--- src/rtl/pc_sequencer_if.sv ---
// Fetch-side bundle between decode/control, the PC sequencer and instruction memory.
// The slave side is the sequencer; the master side is the decode/control unit and the fetch port.
interface pc_sequencer_if #(
    parameter int unsigned AW = 32
);
    logic [AW-1:0] sign_extend;
    logic          branch;
    logic          uncond_branch;
    logic          check;
    logic          br_reg;
    logic [AW-1:0] reg_target;
    logic          link;
    logic          ret;
    logic          exception;
    logic          stall;
    logic          fetch_ready;
    logic [AW-1:0] pc;
    logic          fetch_valid;
    logic          ras_overflow;
    logic          ras_underflow;

    modport master (
        output sign_extend, branch, uncond_branch, check, br_reg, reg_target,
               link, ret, exception, stall, fetch_ready,
        input  pc, fetch_valid, ras_overflow, ras_underflow
    );

    modport slave (
        input  sign_extend, branch, uncond_branch, check, br_reg, reg_target,
               link, ret, exception, stall, fetch_ready,
        output pc, fetch_valid, ras_overflow, ras_underflow
    );
endinterface

--- src/rtl/pc_sequencer.sv ---
// Registered program-counter sequencer with branch/jump/return targets, fetch
// back-pressure, exception redirect and a circular return-address stack.
//
// state | meaning
// BOOT  | pc = RESET_VECTOR, no fetch request; always moves to RUN
// RUN   | pc presented as a valid fetch; advances when accepted and not stalled
// TRAP  | pc = EXC_VECTOR, no fetch request; moves to RUN unless another trap
module pc_sequencer #(
    parameter int unsigned   AW           = 32,
    parameter logic [AW-1:0] RESET_VECTOR = '0,
    parameter logic [AW-1:0] EXC_VECTOR   = AW'('h100),
    parameter int unsigned   RAS_DEPTH    = 4
) (
    input logic           clk,
    input logic           rst_n,
    pc_sequencer_if.slave bus
);
    localparam int unsigned PW = $clog2(RAS_DEPTH);
    localparam logic [PW:0]   CNT_ONE  = (PW+1)'(1);
    localparam logic [PW:0]   CNT_FULL = (PW+1)'(RAS_DEPTH);
    localparam logic [PW-1:0] PTR_ONE  = PW'(1);

    typedef enum logic [1:0] {
        ST_BOOT = 2'd0,
        ST_RUN  = 2'd1,
        ST_TRAP = 2'd2
    } state_t;

    state_t        state;
    logic [AW-1:0] pc_q;
    logic          fetch_valid_q;
    logic          ras_overflow_q;
    logic          ras_underflow_q;

    logic [AW-1:0] ras_mem [RAS_DEPTH];
    logic [PW-1:0] wr_ptr;
    logic [PW:0]   ras_cnt;

    logic [AW-1:0] seq_pc;
    logic [AW-1:0] rel_pc;
    logic [AW-1:0] reg_tgt;
    logic [PW-1:0] top_ptr;
    logic [AW-1:0] ras_top;
    logic          ras_empty;
    logic          ras_full;
    logic          advance;
    logic [AW-1:0] nxt_pc;

    // Upper offset bits fall off the <<2; low target bits are forced to word alignment.
    logic unused_bits;
    assign unused_bits = &{1'b0, bus.sign_extend[AW-1:AW-2], bus.reg_target[1:0]};

    assign seq_pc    = pc_q + AW'(4);
    assign rel_pc    = pc_q + {bus.sign_extend[AW-3:0], 2'b00};
    assign reg_tgt   = {bus.reg_target[AW-1:2], 2'b00};
    assign top_ptr   = wr_ptr - PTR_ONE;
    assign ras_top   = ras_mem[top_ptr];
    assign ras_empty = (ras_cnt == '0);
    assign ras_full  = (ras_cnt == CNT_FULL);
    assign advance   = (state == ST_RUN) && fetch_valid_q && bus.fetch_ready && !bus.stall;

    always_comb begin
        nxt_pc = seq_pc;
        if (bus.ret) begin
            nxt_pc = ras_empty ? reg_tgt : ras_top;
        end else if (bus.br_reg) begin
            nxt_pc = reg_tgt;
        end else if (bus.uncond_branch || (bus.branch && bus.check)) begin
            nxt_pc = rel_pc;
        end
    end

    always_ff @(posedge clk or negedge rst_n) begin
        if (!rst_n) begin
            state           <= ST_BOOT;
            pc_q            <= RESET_VECTOR;
            fetch_valid_q   <= 1'b0;
            ras_overflow_q  <= 1'b0;
            ras_underflow_q <= 1'b0;
            wr_ptr          <= '0;
            ras_cnt         <= '0;
            for (int i = 0; i < RAS_DEPTH; i++) begin
                ras_mem[i] <= '0;
            end
        end else if (bus.exception) begin
            // Trap wins over everything and leaves the return stack alone.
            state         <= ST_TRAP;
            pc_q          <= EXC_VECTOR;
            fetch_valid_q <= 1'b0;
        end else begin
            case (state)
                ST_BOOT: begin
                    state         <= ST_RUN;
                    pc_q          <= RESET_VECTOR;
                    fetch_valid_q <= 1'b1;
                end
                ST_TRAP: begin
                    state         <= ST_RUN;
                    pc_q          <= EXC_VECTOR;
                    fetch_valid_q <= 1'b1;
                end
                ST_RUN: begin
                    fetch_valid_q <= 1'b1;
                    if (advance) begin
                        pc_q <= nxt_pc;
                        if (bus.ret && bus.link) begin
                            if (ras_empty) begin
                                ras_mem[wr_ptr] <= seq_pc;
                                wr_ptr          <= wr_ptr + PTR_ONE;
                                ras_cnt         <= CNT_ONE;
                                ras_underflow_q <= 1'b1;
                            end else begin
                                ras_mem[top_ptr] <= seq_pc;
                            end
                        end else if (bus.ret) begin
                            if (ras_empty) begin
                                ras_underflow_q <= 1'b1;
                            end else begin
                                wr_ptr  <= top_ptr;
                                ras_cnt <= ras_cnt - CNT_ONE;
                            end
                        end else if (bus.link) begin
                            // A full stack wraps onto its oldest entry.
                            ras_mem[wr_ptr] <= seq_pc;
                            wr_ptr          <= wr_ptr + PTR_ONE;
                            if (ras_full) begin
                                ras_overflow_q <= 1'b1;
                            end else begin
                                ras_cnt <= ras_cnt + CNT_ONE;
                            end
                        end
                    end
                end
                default: begin
                    state         <= ST_BOOT;
                    pc_q          <= RESET_VECTOR;
                    fetch_valid_q <= 1'b0;
                end
            endcase
        end
    end

    assign bus.pc            = pc_q;
    assign bus.fetch_valid   = fetch_valid_q;
    assign bus.ras_overflow  = ras_overflow_q;
    assign bus.ras_underflow = ras_underflow_q;

endmodule

--- src/flat_wrapper.sv ---
// flat-port wrapper written by rule: the top's interface ports become plain ports
module pc_sequencer_flat 
#(
    parameter int unsigned   AW           = 32,
    parameter logic [AW-1:0] RESET_VECTOR = '0,
    parameter logic [AW-1:0] EXC_VECTOR   = AW'('h100),
    parameter int unsigned   RAS_DEPTH    = 4
)
  (clk, rst_n, bus_sign_extend, bus_branch, bus_uncond_branch, bus_check, bus_br_reg, bus_reg_target, bus_link, bus_ret, bus_exception, bus_stall, bus_fetch_ready, bus_pc, bus_fetch_valid, bus_ras_overflow, bus_ras_underflow);
  pc_sequencer_if #(.AW(AW)) bus_i ();
  input logic clk;
  input logic rst_n;
  input wire logic [$bits(bus_i.sign_extend)-1:0] bus_sign_extend;
  input wire logic [$bits(bus_i.branch)-1:0] bus_branch;
  input wire logic [$bits(bus_i.uncond_branch)-1:0] bus_uncond_branch;
  input wire logic [$bits(bus_i.check)-1:0] bus_check;
  input wire logic [$bits(bus_i.br_reg)-1:0] bus_br_reg;
  input wire logic [$bits(bus_i.reg_target)-1:0] bus_reg_target;
  input wire logic [$bits(bus_i.link)-1:0] bus_link;
  input wire logic [$bits(bus_i.ret)-1:0] bus_ret;
  input wire logic [$bits(bus_i.exception)-1:0] bus_exception;
  input wire logic [$bits(bus_i.stall)-1:0] bus_stall;
  input wire logic [$bits(bus_i.fetch_ready)-1:0] bus_fetch_ready;
  output wire logic [$bits(bus_i.pc)-1:0] bus_pc;
  output wire logic [$bits(bus_i.fetch_valid)-1:0] bus_fetch_valid;
  output wire logic [$bits(bus_i.ras_overflow)-1:0] bus_ras_overflow;
  output wire logic [$bits(bus_i.ras_underflow)-1:0] bus_ras_underflow;
  assign bus_i.sign_extend = bus_sign_extend;
  assign bus_i.branch = bus_branch;
  assign bus_i.uncond_branch = bus_uncond_branch;
  assign bus_i.check = bus_check;
  assign bus_i.br_reg = bus_br_reg;
  assign bus_i.reg_target = bus_reg_target;
  assign bus_i.link = bus_link;
  assign bus_i.ret = bus_ret;
  assign bus_i.exception = bus_exception;
  assign bus_i.stall = bus_stall;
  assign bus_i.fetch_ready = bus_fetch_ready;
  assign bus_pc = bus_i.pc;
  assign bus_fetch_valid = bus_i.fetch_valid;
  assign bus_ras_overflow = bus_i.ras_overflow;
  assign bus_ras_underflow = bus_i.ras_underflow;
  pc_sequencer #(.AW(AW), .RESET_VECTOR(RESET_VECTOR), .EXC_VECTOR(EXC_VECTOR), .RAS_DEPTH(RAS_DEPTH)) u_core (.clk(clk), .rst_n(rst_n), .bus(bus_i));
endmodule
--- config.mk ---
export PLATFORM = sky130hd
export DESIGN_NAME = pc_sequencer_flat
export DESIGN_NICKNAME = d
export VERILOG_FILES = /design/src/rtl/pc_sequencer_if.sv /design/src/rtl/pc_sequencer.sv /design/src/flat_wrapper.sv
export SDC_FILE = /design/constraint.sdc
export NUM_CORES = 1
export LEC_CHECK = 0
export CORE_MARGIN = 1.5
export CORE_UTILIZATION = 53
export DETAILED_ROUTE_END_ITERATION = 16
export PLACE_DENSITY = 0.78
export RECOVER_POWER = 25
export SYNTH_ARGS = -nofsm -noshare
export SYNTH_HDL_FRONTEND = slang
export SYNTH_SLANG_ARGS = --single-unit
--- constraint.sdc ---
create_clock -name clk -period 2.7 [get_ports clk]
set_input_delay 0.54 -clock clk [delete_from_list [all_inputs] [get_ports clk]]
set_output_delay 0.54 -clock clk [all_outputs]
set_load 0.005 [all_outputs]
* Word-level counts from Yosys, hierarchy flattened
Index checks and enable logic that the tools add are counted.
Word-level totals: flip-flop bits (word level) 170, input port bits 75
Cells by class: add/sub/neg operators 6, $lt $le $gt $ge 4, equal/unequal tests 9, mux-type cells 38, bitwise logic cells 5, reduce and logical (&&, ||, !) cells 21
Operator list (number):
- $mux W128 | 4
- $mux W32 | 10
- $bwmux W128 | 2
- $demux W32 S2 | 2
- $bmux W32 S2 | 1
- $pmux W32 S2 | 1
- $add A32 B3 Y32 const B | 1
- $add A32 B32 Y32 | 1
- $mux W3 | 6
- $reduce_and A7 Y1 | 2
- $mux W2 | 6
- $logic_and A1 B1 Y1 | 7
- $ge A3 B3 Y1 const B | 2
- $lt A3 B1 Y1 const B | 2
- $ne A3 B3 Y1 const B | 2
- $not A2 Y3 | 2
- $reduce_and A6 Y1 | 1
- $mux W1 | 5
- $reduce_and A5 Y1 | 1
- $ne A2 B1 Y1 const B | 2
- $pmux W2 S2 | 1
- $reduce_and A4 Y1 | 1
- $reduce_bool A2 Y1 | 2
- $add A3 B1 Y3 const B | 1
- 16 further kinds | 18

* Logic depth before layout (Yosys ltp)
depth in word-level cells 10, gate-level depth with buffers 13, depth with buffers taken out 11

* Worst setup path before layout
OpenSTA, ideal clock, no wires.
path kind flip-flop to flip-flop, start point register u_core.wr_ptr[0], end point register u_core.pc_q[25], in the netlist u_core.bus.pc[25], library setup time 124 ps, arrival 2898 ps, data required time 2576 ps, setup slack -322 ps, stages on the path, launching flop included 12, buffers on the path 5, period minus slack after synthesis 3022 ps, cell sequence dfrtp_1 -> buf_2 -> buf_2 -> buf_2 -> inv_1 -> ha_1 -> clkbuf_1 -> clkbuf_1 -> mux4_2 -> a22oi_1 -> nand2_1 -> a211o_1
On the way: cells in the longest elaborated chain, start to end 10
Ends and longest elaborated chain:
- from (decl) | line pc_sequencer.sv:36 | logic [PW-1:0] wr_ptr;
- from (signal assigned) | line pc_sequencer.sv:109 | wr_ptr <= wr_ptr + PTR_ONE;
- from (signal assigned) | line pc_sequencer.sv:119 | wr_ptr <= top_ptr;
- from (signal assigned) | line pc_sequencer.sv:125 | wr_ptr <= wr_ptr + PTR_ONE;
- $sub A2 B1 Y2 | line pc_sequencer.sv:56 | assign top_ptr = wr_ptr - PTR_ONE;
- named net u_core.top_ptr[0] | line pc_sequencer.sv:42 | logic [PW-1:0] top_ptr;
- $not A2 Y3 (implied by the code) | line pc_sequencer.sv:57 | assign ras_top = ras_mem[top_ptr];
- $bmux W32 S2 | line pc_sequencer.sv:57
- $mux W32 (implied by the code) (2 in series) | line pc_sequencer.sv:57
- $mux W32 | line pc_sequencer.sv:65 | nxt_pc = ras_empty ? reg_tgt : ras_top;
- $mux W32 | line pc_sequencer.sv:64 | if (bus.ret) begin
- $mux W32 | line pc_sequencer.sv:104 | if (advance) begin
- $pmux W32 S2 | line pc_sequencer.sv:91 | case (state)
- $mux W32 | line pc_sequencer.sv:85 | end else if (bus.exception) begin
- to (signal assigned) | line pc_sequencer.sv:105 | pc_q <= nxt_pc;
- to (decl) | line pc_sequencer.sv:30 | logic [AW-1:0] pc_q;
The timed path passes the listed nets, and every way through them passes these cells. The select of a mux whose other input is x is not followed. A chain may end at the register's enable or synchronous reset.

* Final worst setup path
start point input port bus_sign_extend[3], end point register u_core.pc_q[24], in the netlist u_core.bus.pc[24]
On the way: cells in the longest elaborated chain, start to end 7
Ends and longest elaborated chain:
- from (decl) | line flat_wrapper.sv:13 | input wire logic [$bits(bus_i.sign_extend)-1:0] bus_sign_extend;
- $add A32 B32 Y32 | line pc_sequencer.sv:54 | assign rel_pc = pc_q + {bus.sign_extend[AW-3:0], 2'b00};
- $mux W32 | line pc_sequencer.sv:68 | end else if (bus.uncond_branch || (bus.branch && bus.check)) begin
- $mux W32 | line pc_sequencer.sv:66 | end else if (bus.br_reg) begin
- $mux W32 | line pc_sequencer.sv:64
- $mux W32 | line pc_sequencer.sv:104
- $pmux W32 S2 | line pc_sequencer.sv:91
- $mux W32 | line pc_sequencer.sv:85
No other way between the ends. The select of a mux whose other input is x is not followed.

==> key figures <==
Die
  • # IOs: 110
  • Die Ht: 147 um
  • Core Region: 0.0203 mm2
  • Die area: 0.0217 mm2
  • Die Width: 147 um
  • Site Rows: 52
  • Initial Utilization: 54.4%

Detailed routing
  • Routed length per placed instance: 21.0 um
  • Antenna-violating nets left: 0
  • Drt drc: 0
  • Final wirelength: 36600 um
  • Initial drt markers: 1153
  • Vias per Instance: 6.26
  • TritonRoute pass-1 iters: 6
  • Vias: 10900

Logic synthesis
  • Top post-synthesis cells by area: dfrtp_1 39%, a21oi_1 6.9%, mux4_2 6.5%
  • Synth unique cells: 87
  • Top-area cell type share of the netlist area: 38.5%
  • Seq cells post-synth: 170
  • Most frequent cell after synthesis: dfrtp_1
  • Synth Net Count: 1336
  • Synth warnings: 0
  • Synthesized area: 0.0110 mm2
  • Ys async rst share: 100%
  • Syn_area_per_cell: 9.04 um2
  • Post-Syn Instances: 1221
  • Synth area leader: dfrtp_1
  • Ys flop type: dfrtp_1
  • Post-synth EDFFs: 0
  • Post-synthesis sequential area ratio: 38.5%
  • Synth cell count leaders: 170 x dfrtp_1, 153 x a21oi_1, 153 x nand2_1

Global route
  • Grt total ovfl: 0
  • Initial antenna violation count: 1
  • Vias in the first global route: 10400
  • GR Util All Layers: 34.2%
  • First-pass GRT wire length: 57500 um
  • Largest net degree at the start of global routing: 54

Placed design
  • Port buffer count: 105
  • Final HPWL DP: 26800 um
  • RePlAce Congestion: 0.949

Cells and area
  • Share of layout cells above drive strength 1: 22.5%
  • Area Growth Syn to Fin: 29.3%
  • Final core utilization: 70.3%
  • ANT cells: 0
  • Final #Nets: 1571

STA
  • Clk_skew: 0.0135 ns
  • Min Clock Period, post-route: 2.64 ns
  • Slew @ Worst Pin: 1.36 ns
  • Total negative setup slack: 0 ns
  • Final Slew Violations: 0
  • Final hold vios: 0
  • Fmax: 0.379 GHz
  • RSZ-0062 raised after global routing: true
  • Final setup fails: 0
  • Tcrit/Tclk final: 97.8%
  • Slew HR: 9.63%

Setup path
  • CP bufs+invs: 2
  • Worst path slowest cell: clkdlybuf4s50_1
  • Crit path capture type: flop
  • WS Path Type: in -> reg
  • CP Cell Sequence: clkdlybuf4s50_1 -> ha_1 -> o21a_1 -> o31a_4 -> o311ai_4 -> buf_6 -> a311o_1 -> a31oi_1 -> or3_1 -> a21oi_2 -> o21ai_1
  • Critical path peak fanout: 3
  • Max incr delay on CP: 0.43 ns
  • CP startpoint kind: input port
  • CP top delay family: compound AO/OA/AOI/OAI gates
  • Crit path DAT: 2.95 ns
  • WP data required: 3.01 ns

Pwr
  • Peak supply drop: 0.000332 V
  • Leak: 6.40 nW
  • Power per cell area: 439 mW/mm2

Clocking
  • Num CTS Buffers: 17
  • CTS tree: done
  • Clock tree buffer depth: 2
  • CTS Sinks: 170
  • Clock transition at the registers of the reported paths: 0.07 ns
  • Clock root cell: clkbuf_16
  • # H-tree levels: 4
  • Clk Latency, worst-skew pair: 0.44 ns

Run status
  • Status: complete, no violations

Min path
  • HP Class: in -> async

Run
  • MaxCap Viol Count: 0
==> sequential cells by signal, summed over array words and instances (netlist names) <==
register                  flops
u_core.state                  2
u_core.wr_ptr                 2
u_core.bus.fetch_valid        1
u_core.ras_cnt                3
u_core.bus.ras_underflow      1
u_core.bus.ras_overflow       1
u_core.bus.pc                32
u_core.ras_mem              128
==> cell type report <==
cell class | count | area, um2
Clock buffer | 19 | 443
Fill cell | 1521 | 6030
Timing Repair Buffer | 287 | 2510
Clock inverter | 13 | 134
Inverter | 30 | 113
Multi-Input combinational cell | 950 | 6470
Tap cell | 270 | 338
Sequential cell | 170 | 4260
==> metal layers <==
| layer | track usage, % | vias up | part of all wire (%) |
|---|---|---|---|
| li1 | - | 4871 | - |
| met1 | 48.8 | 5305 | 42 |
| met3 | 6.61 | 87 | 9.6 |
| met2 | 52.7 | 615 | 46 |
| met4 | 11.2 | 0 | 2.6 |
| met5 | 0 | - | 0 |
==> kinds of logic after synthesis <==
group	synth area share (%)
compound gates	23.3
simple gates	15.9
flops	38.5
buf+inv	4.53
mux	8.99
xor+xnor	4.04
fa+ha+maj	4.67
==> path summary, 6_finish.rpt <==
path                                           startpoint                        endpoint  slack [ns]  cells after the start
max                                    bus_sign_extend[3]   u_core.bus.pc[24]$_DFFE_PN0P_        0.06                     11
min in group clk           u_core.ras_mem[59]$_DFFE_PN0P_  u_core.ras_mem[59]$_DFFE_PN0P_        0.48                      2
min reg2reg                u_core.ras_mem[59]$_DFFE_PN0P_  u_core.ras_mem[59]$_DFFE_PN0P_        0.48                      2
max in group asynchronous                           rst_n  u_core.ras_mem[25]$_DFFE_PN0P_        0.43                      2
max reg2reg                  u_core.bus.pc[2]$_DFFE_PN0P_   u_core.bus.pc[24]$_DFFE_PN0P_        0.06                     12
min                                                 rst_n  u_core.ras_mem[66]$_DFFE_PN0P_        0.41                      1
==> metrics by stage <==
step	instance area [um2]	worst slack (ns)	instances	hold slack [ns]	total power, mW
final	14300	0.0597	1739	0.406	6.27
after global routing	14300	-0.0261	1739	0.499	6.49
after floorplan	11100	0.000228	1221	0.244	3.40
after detailed placement	13500	-0.649	1702	0.467	3.86
after global placement	13500	-0.614	1702	0.456	3.83
after CTS	14200	-0.0907	1738	0.0695	6.27
==> timing repair <==
item                                    in CTS  in global routing
hold buffers                                 0                  0
endpoints found under the setup margin      10                 26
hold endpoints to repair                     0                  0
cloned                                       0                  0
pin swaps                                   13                 12
gates resized for setup                     10                 25
buffers inserted                             4                  1
==> power breakdown <==
part	switching, mW	internal [mW]	leakage [nW]	total [mW]
clock	1.17	1.25	0.269	2.42
sequential	0.0669	2.64	2.32	2.71
combinational	0.634	0.510	3.81	1.14
==> cells in the final DEF, fill, tap and decap left out, drive strengths merged, types with 29 or more instances in the layout <==
master / instances
a21oi: 154
buf: 180
clkdlybuf4s50: 98
dfrtp: 170
ha: 38
inv: 35
mux4: 32
nand2: 153
nor2: 151
o21ai: 112
xnor2: 29
(Power assumes the default switching activity.)
